===== src/rtl/median_window_fetch_if.sv =====
// Window-fetch bus: image RAM read port plus the window handshake
// towards the 3x3 median stage.
interface median_window_fetch_if #(
  parameter int PIX_W  = 8,
  parameter int ADDR_W = 14
);
  logic [ADDR_W-1:0]  mem_addr;
  logic [PIX_W-1:0]   mem_data;
  logic               win_valid;
  logic               win_ready;
  logic [9*PIX_W-1:0] win_data;
  logic [6:0]         win_row;
  logic [6:0]         win_col;

  // Fetch side: reads the RAM and produces windows.
  modport master (
    output mem_addr,
    input  mem_data,
    output win_valid,
    input  win_ready,
    output win_data,
    output win_row,
    output win_col
  );

  // RAM and median-stage side.
  modport slave (
    input  mem_addr,
    output mem_data,
    input  win_valid,
    output win_ready,
    input  win_data,
    input  win_row,
    input  win_col
  );
endinterface


===== src/rtl/median_window_fetch.sv =====
// 3x3 window fetcher for the median stage. Scans the image in raster order
// out of a synchronous-read RAM, keeps the two previous rows in line
// buffers and presents each complete window over a valid/ready handshake.
// Optional build macro WIN_STRIDE3_EN: emit only windows whose top-left
// corner row and column are multiples of 3 (non-overlapping tiling); the
// whole frame is still read.
//
// state   | meaning
// --------+-----------------------------------------------------------
// S_IDLE  | waiting for start
// S_READ  | mem_addr driven for pixel (y, x)
// S_SHIFT | mem_data captured into window and line buffers
// S_OUT   | window presented, waiting for win_ready
// S_DONE  | one-cycle done pulse, then back to idle
module median_window_fetch #(
  parameter int IMG_W  = 100,
  parameter int IMG_H  = 100,
  parameter int PIX_W  = 8,
  parameter int ADDR_W = 14
) (
  input  logic                  clk,
  input  logic                  rst,
  input  logic                  start,
  output logic                  busy,
  output logic                  done,
  median_window_fetch_if.master bus
);

  localparam logic [6:0] X_LAST = 7'(IMG_W - 1);
  localparam logic [6:0] Y_LAST = 7'(IMG_H - 1);
  localparam logic [ADDR_W-1:0] ADDR_ONE = {{(ADDR_W-1){1'b0}}, 1'b1};

  typedef enum logic [2:0] {
    S_IDLE,
    S_READ,
    S_SHIFT,
    S_OUT,
    S_DONE
  } state_t;

  state_t state, state_nx;

  logic [6:0]        x, y;
  logic [ADDR_W-1:0] addr;
  logic [PIX_W-1:0]  lb0 [IMG_W];
  logic [PIX_W-1:0]  lb1 [IMG_W];
  logic [PIX_W-1:0]  win [9];

  logic last_pix;
  logic sel;
  logic in_win;
  logic win_valid_i;
  logic do_clear;
  logic do_shift;
  logic do_adv;

  assign last_pix = (x == X_LAST) && (y == Y_LAST);

`ifdef WIN_STRIDE3_EN
  // x mod 3 and y mod 3, tracked incrementally to avoid a divider.
  logic [1:0] xm, ym;

  // Top-left (y-2, x-2) is a multiple of 3 exactly when x and y are 2 mod 3.
  assign sel = (xm == 2'd2) && (ym == 2'd2);

  // Phase counters follow the raster position.
  always_ff @(posedge clk or posedge rst) begin
    if (rst) begin
      xm <= 2'd0;
      ym <= 2'd0;
    end else if (do_clear) begin
      xm <= 2'd0;
      ym <= 2'd0;
    end else if (do_adv) begin
      if (x == X_LAST) begin
        xm <= 2'd0;
        ym <= (ym == 2'd2) ? 2'd0 : ym + 2'd1;
      end else begin
        xm <= (xm == 2'd2) ? 2'd0 : xm + 2'd1;
      end
    end
  end
`else
  assign sel = 1'b1;
`endif

  // Stale columns after a row wrap are never emitted because of x >= 2.
  assign in_win = (x >= 7'd2) && (y >= 7'd2) && sel;

  // State register.
  always_ff @(posedge clk or posedge rst) begin
    if (rst) state <= S_IDLE;
    else     state <= state_nx;
  end

  // Next-state decode and per-state strobes.
  always_comb begin
    state_nx    = state;
    busy        = 1'b0;
    done        = 1'b0;
    win_valid_i = 1'b0;
    do_clear    = 1'b0;
    do_shift    = 1'b0;
    do_adv      = 1'b0;
    case (state)
      S_IDLE: begin
        if (start) begin
          do_clear = 1'b1;
          state_nx = S_READ;
        end
      end
      S_READ: begin
        busy     = 1'b1;
        state_nx = S_SHIFT;
      end
      S_SHIFT: begin
        busy     = 1'b1;
        do_shift = 1'b1;
        if (in_win) begin
          state_nx = S_OUT;
        end else if (last_pix) begin
          state_nx = S_DONE;
        end else begin
          do_adv   = 1'b1;
          state_nx = S_READ;
        end
      end
      S_OUT: begin
        busy        = 1'b1;
        win_valid_i = 1'b1;
        if (bus.win_ready) begin
          if (last_pix) begin
            state_nx = S_DONE;
          end else begin
            do_adv   = 1'b1;
            state_nx = S_READ;
          end
        end
      end
      S_DONE: begin
        done     = 1'b1;
        state_nx = S_IDLE;
      end
      default: state_nx = S_IDLE;
    endcase
  end

  // Raster position and RAM address advance together; the address is kept
  // as its own counter so no y*IMG_W multiply is needed.
  always_ff @(posedge clk or posedge rst) begin
    if (rst) begin
      x    <= 7'd0;
      y    <= 7'd0;
      addr <= '0;
    end else if (do_clear) begin
      x    <= 7'd0;
      y    <= 7'd0;
      addr <= '0;
    end else if (do_adv) begin
      addr <= addr + ADDR_ONE;
      if (x == X_LAST) begin
        x <= 7'd0;
        y <= y + 7'd1;
      end else begin
        x <= x + 7'd1;
      end
    end
  end

  // Window shift register: columns move left, new column enters on the right.
  always_ff @(posedge clk or posedge rst) begin
    if (rst) begin
      for (int i = 0; i < 9; i++) win[i] <= '0;
    end else if (do_shift) begin
      win[0] <= win[1];
      win[1] <= win[2];
      win[2] <= lb0[x];
      win[3] <= win[4];
      win[4] <= win[5];
      win[5] <= lb1[x];
      win[6] <= win[7];
      win[7] <= win[8];
      win[8] <= bus.mem_data;
    end
  end

  // Line buffers: lb0 holds row y-2, lb1 row y-1; no reset since every
  // frame rewrites a column before it is read.
  always_ff @(posedge clk) begin
    if (do_shift) begin
      lb0[x] <= lb1[x];
      lb1[x] <= bus.mem_data;
    end
  end

  assign bus.mem_addr  = addr;
  assign bus.win_valid = win_valid_i;
  assign bus.win_data  = {win[8], win[7], win[6], win[5], win[4],
                          win[3], win[2], win[1], win[0]};
  assign bus.win_row   = win_valid_i ? (y - 7'd1) : 7'd0;
  assign bus.win_col   = win_valid_i ? (x - 7'd1) : 7'd0;

endmodule


===== src/flat_wrapper.sv =====
// flat-port wrapper written by rule: the top's interface ports become plain ports
module median_window_fetch_flat 
#(
  parameter int IMG_W  = 100,
  parameter int IMG_H  = 100,
  parameter int PIX_W  = 8,
  parameter int ADDR_W = 14
)
  (clk, rst, start, busy, done, bus_mem_addr, bus_mem_data, bus_win_valid, bus_win_ready, bus_win_data, bus_win_row, bus_win_col);
  median_window_fetch_if #(.PIX_W(PIX_W), .ADDR_W(ADDR_W)) bus_i ();
  input  logic clk;
  input  logic rst;
  input  logic start;
  output logic busy;
  output logic done;
  output wire logic [$bits(bus_i.mem_addr)-1:0] bus_mem_addr;
  input wire logic [$bits(bus_i.mem_data)-1:0] bus_mem_data;
  output wire logic [$bits(bus_i.win_valid)-1:0] bus_win_valid;
  input wire logic [$bits(bus_i.win_ready)-1:0] bus_win_ready;
  output wire logic [$bits(bus_i.win_data)-1:0] bus_win_data;
  output wire logic [$bits(bus_i.win_row)-1:0] bus_win_row;
  output wire logic [$bits(bus_i.win_col)-1:0] bus_win_col;
  assign bus_mem_addr = bus_i.mem_addr;
  assign bus_i.mem_data = bus_mem_data;
  assign bus_win_valid = bus_i.win_valid;
  assign bus_i.win_ready = bus_win_ready;
  assign bus_win_data = bus_i.win_data;
  assign bus_win_row = bus_i.win_row;
  assign bus_win_col = bus_i.win_col;
  median_window_fetch #(.IMG_W(IMG_W), .IMG_H(IMG_H), .PIX_W(PIX_W), .ADDR_W(ADDR_W)) u_core (.clk(clk), .rst(rst), .start(start), .busy(busy), .done(done), .bus(bus_i));
endmodule

===== config.mk =====
export PLATFORM = sky130hd
export DESIGN_NAME = median_window_fetch_flat
export DESIGN_NICKNAME = d
export VERILOG_FILES = /design/src/rtl/median_window_fetch_if.sv /design/src/rtl/median_window_fetch.sv /design/src/flat_wrapper.sv
export SDC_FILE = /design/constraint.sdc
export NUM_CORES = 2
export LEC_CHECK = 0
export CAP_MARGIN = 40
export CORE_MARGIN = 2
export CORE_UTILIZATION = 50
export CTS_CLUSTER_SIZE = 40
export DETAILED_ROUTE_END_ITERATION = 12
export DONT_BUFFER_PORTS = 1
export HOLD_SLACK_MARGIN = 0.12
export SETUP_SLACK_MARGIN = 0.02
export SYNTH_ARGS = -nofsm -noshare
export SYNTH_HDL_FRONTEND = slang
export SYNTH_SLANG_ARGS = --single-unit

===== constraint.sdc =====
create_clock -name clk -period 22.2 [get_ports clk]
set_clock_uncertainty 0.1 [all_clocks]
set_input_delay 2.22 -clock clk [delete_from_list [all_inputs] [get_ports clk]]
set_output_delay 2.22 -clock clk [all_outputs]
set_load 0.1 [all_outputs]

* Word level (Yosys, flattened, before mapping)
Memories as Yosys holds them, arrays and structs flattened. A register that Yosys moved wholly into a read port is not among the register bits.
Index checks and enable logic that the tools add are counted.
** Word-level totals
- Register bits :: 95
- Memory bits (writable) :: 1600
- Output and inout port bits :: 103
- Word-level logic and storage cells :: 64
- Memories :: 2
** Memories
- u_core.lb0 :: depth 100, width 8, read ports 1, clocked after memory_dff 1, write ports 1, line median_window_fetch.sv:45 : logic [PIX_W-1:0] lb0 [IMG_W];
- u_core.lb1 :: depth 100, width 8, read ports 1, clocked after memory_dff 0, write ports 1, line median_window_fetch.sv:46 : logic [PIX_W-1:0] lb1 [IMG_W];
** Cells by class
- $add $sub $neg :: 5
- Magnitude comparators :: 2
- Eq/ne operators :: 8
- Multiplexer cells :: 27
- Reductions and logical operators :: 8
** Operators with widths (number)
- 7-bit 2-to-1 mux :: 8
- 14-bit 2-to-1 mux :: 2
- 14-bit by 1-bit adder with 14-bit output, second input constant :: 1
- 7-bit by 1-bit adder with 7-bit output, second input constant :: 2
- 7-bit == test, second input constant :: 2
- 7-bit by 2-bit >= comparator with 1-bit output, second input constant :: 2
- 7-bit by 1-bit subtractor with 7-bit output, second input constant :: 2
- 3-bit 2-to-1 mux :: 4
- 3-bit one-hot mux with 4 select lines :: 1
- 1-bit 2-to-1 mux :: 11
- 3-bit by 2-bit == test with 1-bit output, second input constant :: 2
- 2-bit inequality test, second input constant :: 2
- 2-bit AND reduction :: 2
- 2-bit nonzero test :: 2
- 3-bit by 1-bit == test with 1-bit output, second input constant :: 1
- 3-bit == test, second input constant :: 1
- 3-bit zero test :: 1
- 3-bit OR reduction :: 1
- 1-bit logical AND :: 2
- 1-bit one-hot mux with 2 select lines :: 1

* Logic depth before layout (Yosys ltp)
- Word-level depth :: 7
- Gate-level depth with buffers :: 14
- Mapped depth without buffers :: 9

* Worst setup path before layout
OpenSTA, ideal clock, no wires.
- Path type :: reg-to-reg
- Start point :: reg u_core.x[0]
- End point :: mem u_core.lb0[0][1] (data pin)
- Arrival :: 5.991 ns
- Slack :: 15.085 ns
- Stages on the path, launching flop included :: 9
- Path buffers :: 4
- Period minus slack after synthesis :: 7.115 ns
- Cells stage by stage :: dfrtp_1 > buf_4 > buf_4 > buf_4 > buf_4 > a211oi_1 > a211oi_1 > o311a_1 > o32ai_1
** On the way
- Longest elaborated chain between the ends :: 1
** RTL lines
- start, declared :: line median_window_fetch.sv:43 : logic [6:0] x, y;
- start signal, assigned :: line median_window_fetch.sv:165 : x <= x + 7'd1;
- memory 100 x 8 bit
- end, declared :: line median_window_fetch.sv:45
Every way passes these cells.

* Worst setup path after layout
- Start point :: reg u_core.x[0]
- End point :: mem u_core.lb0[69][4] (data pin)
The elaborated chain is that of the path after synthesis.

==> impl_metrics.yaml <==
clocking:
  clock_network_latency_to_the_later_pin_of_the_worst_skew_pair_ns: 0.82
  cts_tree: "built"
  clock_tree.buffer_depth: 3
  tritoncts_num_sinks: 1703
  hold_buffers: 0
  clkTransAtPathRegs_ns: 0.06
  cts_setup_buffers: 0
  clockRootBuffer: "sky130_fd_sc_hd__clkbuf_16"
  htreeDepth: 4
  tritoncts.num_buffers: 171
  post_cts_resize_count: 0
logic_synthesis:
  ys_seq_area_share_pct: 76.2
  syn-num-nets: 3924
  synth_area_leaders: "sky130_fd_sc_hd__edfxtp_1, sky130_fd_sc_hd__mux4_2, sky130_fd_sc_hd__dfrtp_1"
  synth.yosys.warnings: 0
  synth.ff_latch_count: 1703
  synthesis.area_um2: 66500
  async_reset_ff_share_pct: 6.05
  yosysTopAreaCellShare_pct: 72.3
  synthMostInstantiatedCell: "sky130_fd_sc_hd__edfxtp_1"
  synth_commonest_cells: "sky130_fd_sc_hd__edfxtp_1, sky130_fd_sc_hd__nand2_1, sky130_fd_sc_hd__nor2_1"
  synth-edff-count: 1600
  synthFlopType: "sky130_fd_sc_hd__edfxtp_1"
  ys_types: 79
  synth_area_per_inst_um2: 17.0
  synthesized_instance_count: 3905
  largest_area_contributor_in_the_netlist: "sky130_fd_sc_hd__edfxtp_1"
placement:
  post-dp-hpwl_um: 126000
  buffer_ports.inserted: 0
  dpl-instance-area_um2: 71600
  dp_slack_ns: 15.31
  gp_routability_congestion: 0.890
  post-place-cells: 5691
power_and_ir_drop:
  post-layout-total-power_mw: 12.5
  pwr_density_cell_nw_per_um2: 162
  worst_ir_drop_vdd_uv: 151
  p_leak_nw: 25.4
critical_path:
  cpMostUsedCell: "sky130_fd_sc_hd__buf_4"
  largest_incremental_delay_on_the_critical_path_ns: 0.85
  critical_path.reg2reg.startpoint: "u_core.x[0]"
  crit_path_cell_trace: "buf_4, buf_4, buf_4, and2_4, buf_4, a221oi_1, nor4_1, or3_1, o21ai_0, nor3_2, buf_4, buf_4"
  crit_path_max_fanout: 52
  worst-r2r-setup-slack_ns: 15.10
  element_type_at_the_critical_path_end: "register"
  crit_path_start_kind: "register"
  worst-endpoint-arrival_ns: 7.50
  worstRegToRegCells: 12
  timing.setup.critical_path_class: "reg -> reg"
  cpMaxStageDelayCell: "sky130_fd_sc_hd__dfrtp_4"
  critPathRequiredTime_ns: 22.60
  worst_r2r_endpoint: "u_core.lb0[69][4]"
timing:
  period_needed_ns: 7.10
  clock.fmax_mhz: 141
  setup-violations-final: 0
  finalMaxSlewViolations: 0
  final.period_utilization_pct: 32.0
  max_slew_margin_pct: 32.2
  hold-worst-slack_ns: 0.476
  grt_setup_unrepaired: "false"
  hold_violations: 0
  totalNegativeSetupSlack_ns: 0
  max_slew.worst_pin.slew_ns: 1.01
  post-route-worst-setup-slack_ns: 15.10
layout:
  fin_util_pct: 58.5
  share_of_cells_above_drive_strength_1_pct: 19.7
  stdcell_count: 6020
  design_area_um2: 77100
  finalNetCount: 4137
  area_growth_syn_to_layout_pct: 15.9
detailed_routing:
  dr.first_iter.drc_count: 6560
  routed-via-count: 40800
  route.detailed.drc: 0
  route.antenna.remaining_nets: 0
  wirelength_um: 220000
  dr.pass1.iters: 7
  viasPerCell: 6.77
  wl_per_cell_um: 36.5
floorplan:
  dieHeight_um: 369
  initial_utilization_pct: 50.5
  die_ar_um2: 136000
  core-area_um2: 132000
  die_width_um: 369
  core.rowCount: 133
  floorplan.io_pins: 115
outcome:
  status: "complete, no violations"
run:
  cap_violations: 0
global_route:
  grt_first_pass_wirelength_um: 305000
  globalRouteOverflowTotal: 0
  globalRouteTotalUtil_pct: 32.0
  grt_max_degree: 113
  antenna_found_initial: 18
  via_count_of_the_first_global_routing_pass: 38900
hold_path:
  hold_path_end: "u_core.bus.win_data[49]"
  holdPathStages: 2
  worst_hold_startpoint: "u_core.bus.win_data[49]"
  min-delay-path-class: "reg -> reg"
report_power, final:
group / total, mW / leakage, nW / internal (mW) / switching (mW)
clock network: 2.77 / 2.58 / 1.55 / 1.23
logic: 5.00 / 7.18 / 1.40 / 3.60
registers: 4.71 / 15.6 / 4.46 / 0.256
cell usage in the layout, fill, tap and decap left out, drive strengths merged, types with 69 or more instances in the layout:
cell	instances
dfrtp	103
mux2i	126
a221oi	171
clkbuf	221
a22oi	69
a21oi	163
nand2	331
nor2	223
mux2	70
clkinv	77
mux4	126
buf	320
o21ai	106
edfxtp	1600
worst max path at each step:
stage | slack (ns) | from | endpoint | cells past startpoint
finish | 15.10 | u_core.x[0] | u_core.lb0[69][4] | 12
global route | 14.95 | u_core.x[0] | u_core.lb0[71][4] | 12
CTS | 15.27 | u_core.x[0] | u_core.lb0[69][4] | 12
detailed placement | 15.31 | u_core.x[0] | u_core.lb0[66][4] | 12
global placement | 15.39 | u_core.x[0] | u_core.lb0[72][0] | 12
floorplan | 15.09 | u_core.x[0] | u_core.lb0[0][1] | 8
worst max-delay path: cells and delay by family, from the launching register on:
family          cells  cell delay (ns)
buf+inv             6             3.69
flops               1             0.85
compound gates      2             0.40
simple gates        4             1.49
cell families (layout without fill, tap and decap cells):
logic type / count (synthesis) / count (layout) / synth area share, %
adder cells (fa/ha/maj): 7 / 7 / 0.132
AND/OR/NAND/NOR: 714 / 714 / 4.66
AO/OA/AOI/OAI: 836 / 836 / 9.17
buffers and inverters: 293 / 647 / 2.11
flip-flops: 1703 / 1703 / 76.2
multiplexers: 322 / 322 / 7.35
XOR/XNOR: 30 / 30 / 0.395
other: 0 / 6 / 0
layer usage:
metal | GRT usage [%] | wire, um
met1 | 44.5 | 82700
met2 | 47.9 | 99000
met3 | 8.48 | 27500
met4 | 14.0 | 10500
met5 | 0 | 63
sequential cells by signal (all words and copies together) (netlist names):
name,count
u_core.bus.mem_addr,14
u_core.y,7
u_core.bus.win_data,72
u_core.x,7
u_core.lb1,800
u_core.lb0,800
u_core.state,3
cell type report:
class,count,area [um^2]
clock buffer,221,4580
multi-input combinational,1909,14700
sequential,1703,50600
inverter,13,58.8
clock inverter,93,691
antenna,6,15.0
timing repair buffer,320,4170
tap,1755,2200
fill,9620,54600
No activity file was read; power rests on OpenSTA's default activity.
